--- src/rtl/pcie_dll_acknak_sched_pkg.sv ---
// Shared types and constants for the DLL Ack/Nak scheduler.
package PCIe_PKG;
  localparam int PCIe_SEQ_W = 12;
  localparam logic [7:0] DLLP_ACK = 8'h00;
  localparam logic [7:0] DLLP_NAK = 8'h10;

  typedef struct packed {
    logic [7:0]            ack_or_nak;
    logic [PCIe_SEQ_W-1:0] seq_num;
  } dllp_packet;

  typedef enum logic [1:0] {
    IDLE = 2'b00,
    PEND = 2'b01,
    HOLD = 2'b10
  } acknak_state_e;
endpackage

--- src/rtl/pcie_dll_acknak_sched_timer.sv ---
// Saturating pending-Ack timer; expired reflects the value it would hold after this edge.
module pcie_acknak_timer #(
  parameter int ACK_TIMEOUT = 64
) (
  input  logic clk,
  input  logic rst_n,
  input  logic run,
  input  logic clear,
  output logic expired
);
  localparam int TW = $clog2(ACK_TIMEOUT + 1);
  localparam logic [TW-1:0] TMAX = TW'(ACK_TIMEOUT);

  logic [TW-1:0] cnt, cnt_inc;

  always_comb cnt_inc = (run && cnt != TMAX) ? cnt + TW'(1) : cnt;
  assign expired = (cnt_inc == TMAX);

  always_ff @(posedge clk or negedge rst_n)
    if (!rst_n) cnt <= '0;
    else        cnt <= clear ? '0 : cnt_inc;
endmodule

--- src/rtl/pcie_dll_acknak_sched.sv ---
// Ack/Nak DLLP scheduler: coalesces Acks, times them out, collapses Nak episodes.
// Optional PCIE_ACKNAK_STATS_EN builds saturating Ack/Nak handshake counters.
module pcie_dll_acknak_sched
  import PCIe_PKG::*;
#(
  parameter int ACK_COALESCE = 4,
  parameter int ACK_TIMEOUT  = 64
) (
  input  logic        clk,
  input  logic        rst_n,
  input  logic        dllp_valid_i,
  input  dllp_packet  dllp_i,
  output logic        dllp_valid_o,
  output dllp_packet  dllp_o,
  input  logic        dllp_ready_i,
  output logic [15:0] ack_cnt_o,
  output logic [15:0] nak_cnt_o
);
  localparam int GW = $clog2(ACK_COALESCE + 1);
  localparam logic [GW-1:0] GMAX = GW'(ACK_COALESCE);

  acknak_state_e         state;
  logic [PCIe_SEQ_W-1:0] last_good_seq, seq_n;
  logic [GW-1:0]         good_cnt, good_cnt_n;
  logic ack_pend, nak_pend, nak_sched;
  logic ack_pend_n, nak_pend_n, nak_sched_n;
  logic good, bad, slot_free, nak_load, ack_load, any_load, expired;

  // Next-state values fold in this edge's verdict so a trigger loads immediately.
  always_comb begin
    good        = dllp_valid_i && (dllp_i.ack_or_nak == DLLP_ACK);
    bad         = dllp_valid_i && (dllp_i.ack_or_nak == DLLP_NAK);
    seq_n       = good ? dllp_i.seq_num : last_good_seq;
    ack_pend_n  = ack_pend | good;
    good_cnt_n  = (good && good_cnt != GMAX) ? good_cnt + GW'(1) : good_cnt;
    nak_pend_n  = nak_pend | (bad & ~nak_sched);
    nak_sched_n = ~good & (nak_sched | bad);
    slot_free   = ~dllp_valid_o | dllp_ready_i;
    nak_load    = slot_free & nak_pend_n;
    ack_load    = slot_free & ~nak_pend_n & ack_pend_n & ((good_cnt_n == GMAX) | expired);
    any_load    = nak_load | ack_load;
  end

  pcie_acknak_timer #(.ACK_TIMEOUT(ACK_TIMEOUT)) u_timer (
    .clk     (clk),
    .rst_n   (rst_n),
    .run     (ack_pend),
    .clear   (any_load),
    .expired (expired)
  );

  // HOLD is the only state with bit 1 set, so valid comes straight off a flop.
  assign dllp_valid_o = state[1];

  always_ff @(posedge clk or negedge rst_n)
    if (!rst_n) begin
      state         <= IDLE;
      dllp_o        <= '0;
      last_good_seq <= '1;
      good_cnt      <= '0;
      ack_pend      <= 1'b0;
      nak_pend      <= 1'b0;
      nak_sched     <= 1'b0;
    end else begin
      last_good_seq <= seq_n;
      nak_sched     <= nak_sched_n;
      ack_pend      <= ack_pend_n & ~any_load;
      nak_pend      <= nak_pend_n & ~nak_load;
      good_cnt      <= any_load ? '0 : good_cnt_n;
      if (any_load) dllp_o <= '{ack_or_nak: nak_load ? DLLP_NAK : DLLP_ACK, seq_num: seq_n};
      if (any_load || (dllp_valid_o && !dllp_ready_i)) state <= HOLD;
      else if (ack_pend_n || nak_pend_n)               state <= PEND;
      else                                             state <= IDLE;
    end

`ifdef PCIE_ACKNAK_STATS_EN
  logic hs;
  assign hs = dllp_valid_o & dllp_ready_i;

  always_ff @(posedge clk or negedge rst_n)
    if (!rst_n) begin
      ack_cnt_o <= '0;
      nak_cnt_o <= '0;
    end else if (hs) begin
      if (dllp_o.ack_or_nak == DLLP_ACK && ack_cnt_o != 16'hFFFF) ack_cnt_o <= ack_cnt_o + 16'd1;
      if (dllp_o.ack_or_nak == DLLP_NAK && nak_cnt_o != 16'hFFFF) nak_cnt_o <= nak_cnt_o + 16'd1;
    end
`else
  assign ack_cnt_o = '0;
  assign nak_cnt_o = '0;
`endif
endmodule
--- config.mk ---
export PLATFORM = sky130hd
export DESIGN_NAME = pcie_dll_acknak_sched
export DESIGN_NICKNAME = d
export VERILOG_FILES = /design/src/rtl/pcie_dll_acknak_sched_pkg.sv /design/src/rtl/pcie_dll_acknak_sched_timer.sv /design/src/rtl/pcie_dll_acknak_sched.sv
export SDC_FILE = /design/constraint.sdc
export NUM_CORES = 1
export LEC_CHECK = 0
export CORE_ASPECT_RATIO = 1.5
export CORE_MARGIN = 5
export CORE_UTILIZATION = 62
export CTS_CLUSTER_DIAMETER = 150
export DETAILED_ROUTE_END_ITERATION = 8
export DONT_BUFFER_PORTS = 1
export GPL_TIMING_DRIVEN = 0
export HOLD_SLACK_MARGIN = 0.06
export PLACE_DENSITY_LB_ADDON = 0.3
export SLEW_MARGIN = 20
export SYNTH_ARGS = -nofsm -noshare
export SYNTH_HDL_FRONTEND = slang
export SYNTH_SLANG_ARGS = --single-unit
--- constraint.sdc ---
create_clock -name clk -period 2.5 [get_ports clk]
set_input_delay 0.375 -clock clk [delete_from_list [all_inputs] [get_ports clk]]
set_output_delay 0.375 -clock clk [all_outputs]
set_load 0.1 [all_outputs]
==> results of run 1 <==
metal layers:
layer | part of all wire [%] | global-route usage, % | wire length (µm) | vias up
met4 | 0.77 | 4.87 | 30 | 0
met3 | 12 | 8.11 | 449 | 3
met2 | 57 | 33.1 | 2200 | 60
li1 | - | - | - | 630
met1 | 31 | 17.9 | 1200 | 636
met5 | 0 | 0 | 0 | -
kinds of logic after synthesis:
kind of cell | count (synthesis) | share of synthesized area, %
muxes | 30 | 16.0
buffers and inverters | 50 | 16.7
other | 1 | 0.180
AOI/OAI and AO/OA | 11 | 4.46
xor gates and xnor gates | 6 | 2.53
DFF | 39 | 47.7
adders and majority gates | 4 | 2.41
and+or+nand+nor | 42 | 10.1
registers in the layout, indices dropped and copies added (netlist names):
| signal | cells |
|---|---|
| dllp_o | 13 |
| state | 1 |
| last_good_seq | 12 |
| nak_sched | 1 |
| u_timer.cnt | 7 |
| ack_pend | 1 |
| good_cnt | 3 |
| nak_pend | 1 |
timing repair:
action                                 in CTS  in global routing
hold buffers                                2                  0
endpoints found under the hold margin      39                  0
setup endpoints to repair                   0                 19
setup buffers                               0                  1
resized for setup                           0                  1
worst paths after layout:
path                                start                to  slack [ns]  depth (start not counted)
setup / recovery           u_timer.cnt[3]         dllp_o[4]        0.10                          7
hold / removal                 dllp_i[16]         nak_sched        0.24                          1
setup reg to reg           u_timer.cnt[3]         dllp_o[4]        0.10                          7
hold reg to reg                  nak_pend          nak_pend        0.51                          2
max in group asynchronous           rst_n  last_good_seq[9]        1.72                          2
min in group asynchronous           rst_n        dllp_o[10]        0.52                          2
cell type report:
cell class | instances | share of cell area (%)
Buffer | 42 | 13.0
Inverter | 8 | 1.24
Clock buffer | 5 | 2.84
Sequential cell | 39 | 40.8
Clock inverter | 3 | 1.80
Multi-Input combinational cell | 132 | 36.6
Tap cell | 40 | 2.06
Timing Repair Buffer | 3 | 1.55
power by group:
group / internal [µW] / total, µW / leakage (µW) / switching (µW)
Clock: 297 / 517 / 0.0000581 / 220
Sequential: 714 / 822 / 0.000476 / 109
Combinational: 164 / 572 / 0.000723 / 408
Yosys cell counts:
cell type	count	area, µm²
mux2_2	25	282
buf_4	40	300
nand2_1	4	15.0
ha_1	4	50.1
and3b_1	1	8.76
a21oi_1	3	15.0
o211ai_1	1	7.51
o21ai_4	2	32.5
xor2_1	2	17.5
xnor2_1	4	35.0
o21ai_0	2	10.0
dfrtp_1	27	676
nor4b_1	1	8.76
nor2b_1	1	6.26
nor3_1	3	15.0
a41oi_1	1	8.76
nand2b_1	3	18.8
nand3_1	2	10.0
buf_6	1	11.3
nor4_1	2	12.5
dfstp_2	12	315
o22a_2	1	10.0
buf_2	1	5.00
mux2i_1	5	50.1
conb_1	1	3.75
a2111oi_0	1	8.76
inv_1	8	30.0
and4b_1	1	10.0
nor2_1	21	78.8
or4b_4	1	13.8
nand4_1	2	12.5
critical path: stages (launching register included):
cell	delay (ns)
dfrtp_1	0.44
or4b_4	0.59
o21ai_4	0.22
mux2i_1	0.12
o22a_2	0.25
o21ai_4	0.15
buf_6	0.17
mux2_2	0.35
metrics by stage:
stage	cell area (µm²)	setup TNS (ns)	worst slack [ns]	instances	util, %
after floorplan	2220	0	0.208	221	-
after global placement	2270	-0.149	-0.0177	261	71.2
after detailed placement	2270	-1.86	-0.151	261	71.2
after CTS	2410	0	0.00998	271	75.6
after global routing	2430	0	0.00751	272	76.1
final	2430	0	0.105	272	76.1
==> impl_results.md, run 1 <==
* Total power at 1910 µW
* Core ar. at 3190 µm²
* Final worst path period need at 2.40 ns
* Sequential standard cell area at 991 µm²
* Final hold slack at 0.235 ns
* Worst EP required at 2.68 ns
* Initial Util at 65.1%
* Die Height at 80.9 µm
* Clk pin slew, worst setup/hold paths at 0.08 ns
* Filler cells at 208
* Worst min path class: input pin to register
* First-pass GRT wire length at 6.45 mm
* Status: finished, final reports clean
* PortBufs at 0
* Most frequent cells in the layout: 41 x buf_4, 39 x conb_1, 27 x dfrtp_1
* CTS H-tree lvls at 2
* Max Fclk at 417 MHz
* Via-per-instance ratio at 4.89
* Total leakage power at 0.00126 µW
* Slew HR at 37.5%
* Routability cong. at 0.798
* Multi-input logic area at 890 µm²
* Final nets at 259
* Layout cells sized above 1 at 40.5%
* Commonest non-fill, non-tap cell in the layout: buf_4
* Num rows at 25
* CP max FO at 10
* Final Cycle Share at 95.8%
* Dpl hpwl at 3.15 mm
* MaxCap Viol Count at 0
* Cells after synthesis at 183
* Mean Syn Cell Area at 11.4 µm²
* Worst Setup End Kind: register
* PwrDens at 787 nW/µm²
* Setup violations, final at 0
* Gr ovfl total at 0
* Remaining antenna violation count at 0
* Initial antenna violation count at 0
* Drt pass-1 iters at 4
* Detailed Route WL at 3.88 mm
* Crit path kind: register to register
* Slew @ Worst Pin at 0.938 ns
* Drt first-iter violations at 21
* Pins Over Slew Limit at 0
* Sequential fraction of the synthesis area at 47.7%
* Crit path arrival time at 2.58 ns
* N_diodes at 0
* Yosys cell types at 31
* Worst skew pair latency at 0.29 ns
* Syn. warnings at 0
* Gr usage total at 17.9%
* Final Hold Vio Count at 0
* Syn-to-layout area delta at 16.8%
* Unrepaired setup endpoints after global routing: false
* Die Span X at 57.3 µm
* I/O Pins at 77
* Drt wl/cell at 14.3 µm
* Via count at 1329
* Max IR drop VDD at 0.791 mV
* CTS tree: done
* Die area at 4630 µm²
* Sink Count at 39
* Drt drc at 0
* Clk_skew at 0.00532 ns
* Synthesized area at 2080 µm²
* Crit start category: register
* Vias in the first global route at 1400
* Worst-case clock buffer depth at 2
* Yosys reg bits at 39
* Cts bufs inserted at 5
* CTS root buf: clkbuf_8
* Largest net degree at the start of global routing at 40
Note: power is estimated with default switching activity, not from simulation.
==> inputs of run 2 (changes only) <==
--- a/config.mk
+++ b/config.mk
@@ -6,7 +6,6 @@
 export NUM_CORES = 1
 export LEC_CHECK = 0
 export CORE_ASPECT_RATIO = 1.5
-export CORE_MARGIN = 5
 export CORE_UTILIZATION = 62
 export CTS_CLUSTER_DIAMETER = 150
 export DETAILED_ROUTE_END_ITERATION = 8
==> run 2 against run 1 <==
Effect of this change:
- non-clock buffer count unchanged
- critical path depth unchanged
- clock-buffer cell count up 1
- combinational power up 3.7%
- maximum frequency up 0.85%
- register-to-register slack better by 0.02 ns
- power down 4.8%
- global-route usage up 3.3 points
- first-iteration DRC count up 52%
- sequential cell count unchanged
- critical path type unchanged
==> impl_results.md, run 2 (synthesized netlist as in run 1, its figures left out) <==
* Num rows at 25 (unchanged)
* R2R setup slack at 0.12 ns (+0.02 ns)
* Layout cells sized above 1 at 40.1% (-0.43 points)
* Max IR drop VDD at 0.542 mV (-31%)
* Worst EP required at 2.68 ns (about the same)
* Initial antenna violation count at 0 (unchanged)
* Worst-case clock buffer depth at 2 (unchanged)
* Worst Min Path Start: dllp_i[16]
* Crit path arrival time at 2.56 ns (-0.02 ns)
* Hold path cells at 1 (unchanged)
* I/O Pins at 77 (unchanged)
* Final worst path period need at 2.38 ns (-0.0203 ns)
* Drt first-iter violations at 32 (+52%)
* Sink Count at 39 (unchanged)
* Filler cells at 217 (+4.3%)
* Initial Util at 65.8% (+0.64 points)
* Worst min path class: input pin to register
* Syn-to-layout area delta at 15.5%
* Worst skew pair latency at 0.29 ns (about the same)
* Final cell count without fillers at 272 (unchanged)
* Drt wl/cell at 12.9 µm (-9.7%)
* Reg-to-reg startpoint: u_timer.cnt[3]
* First-pass GRT wire length at 5.53 mm (-14%)
* Worst r2r dst: dllp_o[1]
* Final Cycle Share at 95.0% (-0.81 points)
* CTS H-tree lvls at 2 (unchanged)
* Final nets at 259 (unchanged)
* Crit path kind: register to register
* Most frequent cells in the layout: 41 x buf_4, 39 x conb_1, 27 x dfrtp_1
* Core ar. at 3160 µm² (-0.98%)
* MaxCap Viol Count at 0 (unchanged)
* Commonest non-fill, non-tap cell in the layout: buf_4
* CTS root buf: clkbuf_8
* Hold Path End: nak_sched
* Biggest regs: dllp_o x13, last_good_seq x12, u_timer.cnt x7
* Gr usage total at 21.2% (+3.3 points)
* Die area at 3590 µm² (-22%)
* Dpl hpwl at 2.74 mm (-13%)
* Cts bufs inserted at 5 (unchanged)
* Final Hold Vio Count at 0 (unchanged)
* Slew HR at 38.1% (+0.67 points)
* PortBufs at 0 (unchanged)
* Reg2reg path depth at 7 (unchanged)
* CP max FO at 10 (unchanged)
* Pins Over Slew Limit at 0 (unchanged)
* Via-per-instance ratio at 4.88 (-0.23%)
* Clk_skew at 0.00454 ns (-0.000780 ns)
* Drt drc at 0 (unchanged)
* Max Fclk at 421 MHz (+0.85%)
* Clk pin slew, worst setup/hold paths at 0.07 ns (about the same)
* Slew @ Worst Pin at 0.928 ns (-0.0100 ns)
* CTS tree: done
* Inst Count DP at 261 (unchanged)
* Vias in the first global route at 1326 (-5.3%)
* Total power at 1820 µW (-4.8%)
* Crit start category: register
* Status: finished, final reports clean
* Total leakage power at 0.00124 µW (-1.4%)
* PwrDens at 758 nW/µm² (-3.7%)
* Largest register FFs at 13 (unchanged)
* Routability cong. at 0.646 (-19%)
* Detailed Route WL at 3.50 mm (-9.7%)
* Gr ovfl total at 0 (unchanged)
* Unrepaired setup endpoints after global routing: false
* Remaining antenna violation count at 0 (unchanged)
* N_diodes at 0 (unchanged)
* Die Span X at 49.3 µm (-14%)
* Largest net degree at the start of global routing at 40 (unchanged)
* Drt pass-1 iters at 4 (unchanged)
* Setup violations, final at 0 (unchanged)
* Die Height at 72.9 µm (-9.9%)
* Largest Register: dllp_o
* Worst Setup End Kind: register
* Via count at 1326 (-0.23%)
run 2: changes by cell type in the layout (fill, tap and decap cells not counted):
| cell | previous run | this run |
|---|---|---|
| a2111oi_0 | 1 | 0 |
| a2111oi_2 | 0 | 1 |
| bufinv_16 | 1 | 0 |
| clkbuf_1 | 0 | 1 |
| clkinv_4 | 1 | 0 |
| clkinvlp_4 | 0 | 1 |
| nor4b_1 | 0 | 1 |
| nor4b_2 | 1 | 0 |
run 2: cell type report:
| cell class | count | area (µm²) | area share [%] |
|---|---|---|---|
| flip-flops and latches | 39 | 991 | 41.3 |
| multi-input cells | 132 | 890 | 37.1 |
| plain buffers | 42 | 317 | 13.2 |
| clock buffers | 6 | 72.6 | 3.02 |
| well taps | 40 | 50.0 | 2.09 |
| repair buffers | 3 | 37.5 | 1.56 |
| inverters | 8 | 30.0 | 1.25 |
| clock inverters | 2 | 12.5 | 0.521 |
run 2: routing by layer:
layer,global-route usage (%),share of wire (%),up-vias
met5,0,0,-
met4,13.4,2.2,0
met3,8.13,7.4,6
met2,38.8,57,53
met1,19.0,33,638
li1,-,-,629
run 2: critical path, cell delays in order (launching register included):
cell,delay [ns]
dfrtp_1,0.44
or4b_4,0.59
o21ai_4,0.22
mux2i_1,0.10
o22a_2,0.25
o21ai_4,0.15
buf_6,0.17
mux2_2,0.35
run 2: worst max-delay path by stage:
stage	start	to
floorplan	dllp_i[17]	dllp_o[0]
global placement	dllp_i[17]	dllp_o[1]
detailed placement	dllp_i[17]	dllp_o[1]
CTS	u_timer.cnt[3]	dllp_o[5]
global route	dllp_i[17]	dllp_o[2]
finish	u_timer.cnt[3]	dllp_o[1]
run 2: per-stage QoR:
stage	instance area, µm²	hold slack, ns	setup WS, ns	setup TNS [ns]	utilization [%]
finish	2400	0.226	0.125	0	76.0
detailed placement	2270	0.0803	-0.0975	-0.785	71.9
CTS	2390	0.213	0.00316	0	75.6
floorplan	2220	0.0794	0.208	0	-
global route	2400	0.231	0.0477	0	76.0
global placement	2270	0.0802	0.0201	0	71.9
run 2: timing repair:
item                                   in CTS  in global routing
pin swaps                                   0                  1
setup endpoints to repair                   9                  9
gates resized for setup                     1                  1
endpoints found under the hold margin      39                  0
buffers inserted                            0                  1
hold buffers                                2                  0
run 2: report_power, final:
part	switching, µW	internal, µW
clock	211	195
sequential	108	714
combinational	419	174
==> inputs of run 3 (changes only) <==
--- a/config.mk
+++ b/config.mk
@@ -5,11 +5,13 @@
 export SDC_FILE = /design/constraint.sdc
 export NUM_CORES = 1
 export LEC_CHECK = 0
+export ABC_AREA = 1
 export CORE_ASPECT_RATIO = 1.5
-export CORE_UTILIZATION = 62
+export CORE_UTILIZATION = 63
 export CTS_CLUSTER_DIAMETER = 150
 export DETAILED_ROUTE_END_ITERATION = 8
 export DONT_BUFFER_PORTS = 1
+export GPL_ROUTABILITY_DRIVEN = 0
 export GPL_TIMING_DRIVEN = 0
 export HOLD_SLACK_MARGIN = 0.06
 export PLACE_DENSITY_LB_ADDON = 0.3
==> run 3 against run 2 <==
Effect of this change:
- sequential cell count stayed put
- critical path depth did not move
- via count rose by 30%
- global-route usage increased by 3.1 points
- maximum frequency rose by 9.7%
- core utilization grew 0.96 points
- synthesized cell count is 55% higher
- clock skew increased by 0.0046 ns
- worst hold slack got worse by 0.031 ns
- critical path type unchanged
- largest cell class unchanged
==> impl_results.md, run 3 <==
* Final Cycle Share at 86.6% (-8.4 points)
* Yosys cell types at 22 (-29%)
* Largest Register: dllp_o
* Crit-path cells: inv_1 -> nor2_1 -> inv_1 -> nand2_1 -> buf_2 -> nand3_1 -> nand2_1
* Inst Count DP at 361 (+38%)
* Drt pass-1 iters at 4 (unchanged)
* Core ar. at 3250 µm² (+3.0%)
* Worst min path class: input pin to register
* Die Height at 74.3 µm (+2.0%)
* Num rows at 25 (unchanged)
* Clk pin slew, worst setup/hold paths at 0.07 ns (about the same)
* Initial antenna violation count at 0 (unchanged)
* Drt drc at 0 (unchanged)
* Worst EP required at 2.72 ns (+0.04 ns)
* Cells after synthesis at 283 (+55%)
* Die area at 3730 µm² (+4.0%)
* Gr usage total at 24.2% (+3.1 points)
* CP Buf/Inv Count at 3 (+2)
* Post-synth top area share at 30.7% (-1.8 points)
* N_diodes at 0 (unchanged)
* CP max FO at 10 (unchanged)
* Initial Util at 67.6% (+1.8 points)
* Crit start category: register
* Drt wl/cell at 10.8 µm (-16%)
* Vias in the first global route at 1616 (+22%)
* CTS tree: done
* Crit path arrival time at 2.38 ns (-0.18 ns)
* Drt first-iter violations at 65 (+100%)
* Final Hold Vio Count at 0 (unchanged)
* Max incr delay on CP at 0.93 ns (+0.34 ns)
* Synth area leader: dfrtp_1
* Max IR drop VDD at 0.597 mV (+10%)
* Worst-case clock buffer depth at 2 (unchanged)
* Total leakage power at 0.00146 µW (+18%)
* Sink Count at 39 (unchanged)
* Crit path kind: register to register
* Slew @ Worst Pin at 0.929 ns (+0.000587 ns)
* Clk_skew at 0.00910 ns (+0.00456 ns)
* CP delay by family, top: flip-flops
* First-pass GRT wire length at 6.69 mm (+21%)
* Pins Over Slew Limit at 0 (unchanged)
* I/O Pins at 77 (unchanged)
* Mean Syn Cell Area at 7.77 µm² (-32%)
* Unrepaired setup endpoints after global routing: false
* Status: finished, final reports clean
* Yosys reg bits at 39 (unchanged)
* Commonest non-fill, non-tap cell in the layout: nand2_1
* Syn. warnings at 0 (unchanged)
* Largest net degree at the start of global routing at 40 (unchanged)
* Synth area leaders: dfrtp_1 31%, nand2_1 17%, dfstp_2 14%
* Final cell count without fillers at 371 (+36%)
* Max Fclk at 462 MHz (+9.7%)
* Layout cells sized above 1 at 21.1% (-19 points)
* FFs w/ async S/R, synth at 100% (unchanged)
* Filler cells at 238 (+9.7%)
* Count leader, synth: nand2_1
* Dpl hpwl at 2.92 mm (+6.5%)
* MaxCap Viol Count at 0 (unchanged)
* Final nets at 358 (+38%)
* Remaining antenna violation count at 0 (unchanged)
* Biggest regs: dllp_o x13, last_good_seq x12, u_timer.cnt x7
* CTS H-tree lvls at 2 (unchanged)
* Via-per-instance ratio at 4.63 (-5.0%)
* Die Span X at 50.2 µm (+1.9%)
* Worst skew pair latency at 0.29 ns (about the same)
* Setup Buffers After CTS at 0 (unchanged)
* Most frequent cells in the layout: 101 x nand2_1, 40 x buf_4, 39 x conb_1
* CTS root buf: clkbuf_8
* PwrDens at 804 nW/µm² (+6.0%)
* Setup TNS at 0 ns (unchanged)
* Via count at 1719 (+30%)
* Post-CTS sizing at 0 (-1)
* Syn-to-layout area delta at 13.8%
* Setup violations, final at 0 (unchanged)
* Critical path's slowest cell: dfrtp_1
* Largest register FFs at 13 (unchanged)
* Cts bufs inserted at 5 (unchanged)
* Detailed Route WL at 4.00 mm (+14%)
* Commonest register cell after synthesis: dfrtp_1
* Slew HR at 38.1% (-0.039 points)
* Gr ovfl total at 0 (unchanged)
* PortBufs at 0 (unchanged)
* Total power at 2010 µW (+11%)
* Final worst path period need at 2.17 ns (-0.209 ns)
* Most frequent cells after synthesis: 101 x nand2_1, 40 x buf_4, 29 x nor2_1, 27 x dfrtp_1, 24 x inv_1
* Synthesized area at 2200 µm² (+5.8%)
* Sequential fraction of the synthesis area at 45.1% (-2.6 points)
* Worst Setup End Kind: register
* EDFF count, synth at 0 (unchanged)
## run 3: final timing paths
path / slack (ns) / startpoint / cells after the start / to
hold reg to reg: 0.47 / last_good_seq[2] / 2 / last_good_seq[2]
max in group asynchronous: 1.70 / rst_n / 2 / last_good_seq[7]
setup / recovery: 0.33 / state[1] / 7 / dllp_o[5]
min in group asynchronous: 0.54 / rst_n / 2 / good_cnt[2]
setup reg to reg: 0.33 / state[1] / 7 / dllp_o[5]
hold / removal: 0.19 / dllp_i[10] / 2 / last_good_seq[10]
## run 3: cell families (layout without fill, tap and decap cells)
family | Yosys count | after routing | synth area share, %
and+or+nand+nor | 165 | 165 | 31.6
buffers and inverters | 70 | 80 | 19.6
DFF | 39 | 39 | 45.1
adders and majority gates | 4 | 4 | 2.28
AOI/OAI and AO/OA | 2 | 2 | 0.455
xor gates and xnor gates | 2 | 2 | 0.797
other | 1 | 39 | 0.171
## run 3: area by class of cell
| type | instances | area (µm²) | share of cell area (%) |
|---|---|---|---|
| buffer | 46 | 340 | 13.6 |
| sequential | 39 | 991 | 39.6 |
| clock buffer | 7 | 76.3 | 3.05 |
| multi-input combinational | 212 | 920 | 36.8 |
| inverter | 24 | 90.1 | 3.60 |
| clock inverter | 1 | 5.00 | 0.200 |
| timing repair buffer | 2 | 30.0 | 1.20 |
| tap | 40 | 50.0 | 2.00 |
## run 3: stage by stage
| step | hold slack [ns] | utilization, % | setup slack (ns) | instance area (µm²) |
|---|---|---|---|---|
| 6_report | 0.195 | 76.9 | 0.334 | 2500 |
| 5_1_grt | 0.198 | 76.9 | 0.137 | 2500 |
| 4_1_cts | 0.188 | 76.9 | 0.333 | 2500 |
| 3_5_place_dp | 0.0798 | 73.5 | 0.409 | 2390 |
| 3_3_place_gp | 0.0800 | 73.5 | 0.445 | 2390 |
| 2_1_floorplan | 0.0794 | - | 0.696 | 2340 |
## run 3: repair_timing
action	in CTS	in global routing
setup endpoints to repair	0	0
hold endpoints to repair	39	0
hold buffers	2	0
## run 3: per-layer routing
metal / vias up / track usage [%] / share of wire (%)
li1: 876 / - / -
met1: 780 / 23.5 / 38
met2: 54 / 46.5 / 56
met3: 9 / 6.54 / 4.7
met4: 0 / 11.1 / 2.0
met5: - / 0 / 0
## run 3: report_power, final
| group | internal (µW) | total, µW | switching (µW) |
|---|---|---|---|
| clock network | 196 | 399 | 204 |
| registers | 726 | 941 | 215 |
| logic | 185 | 672 | 487 |
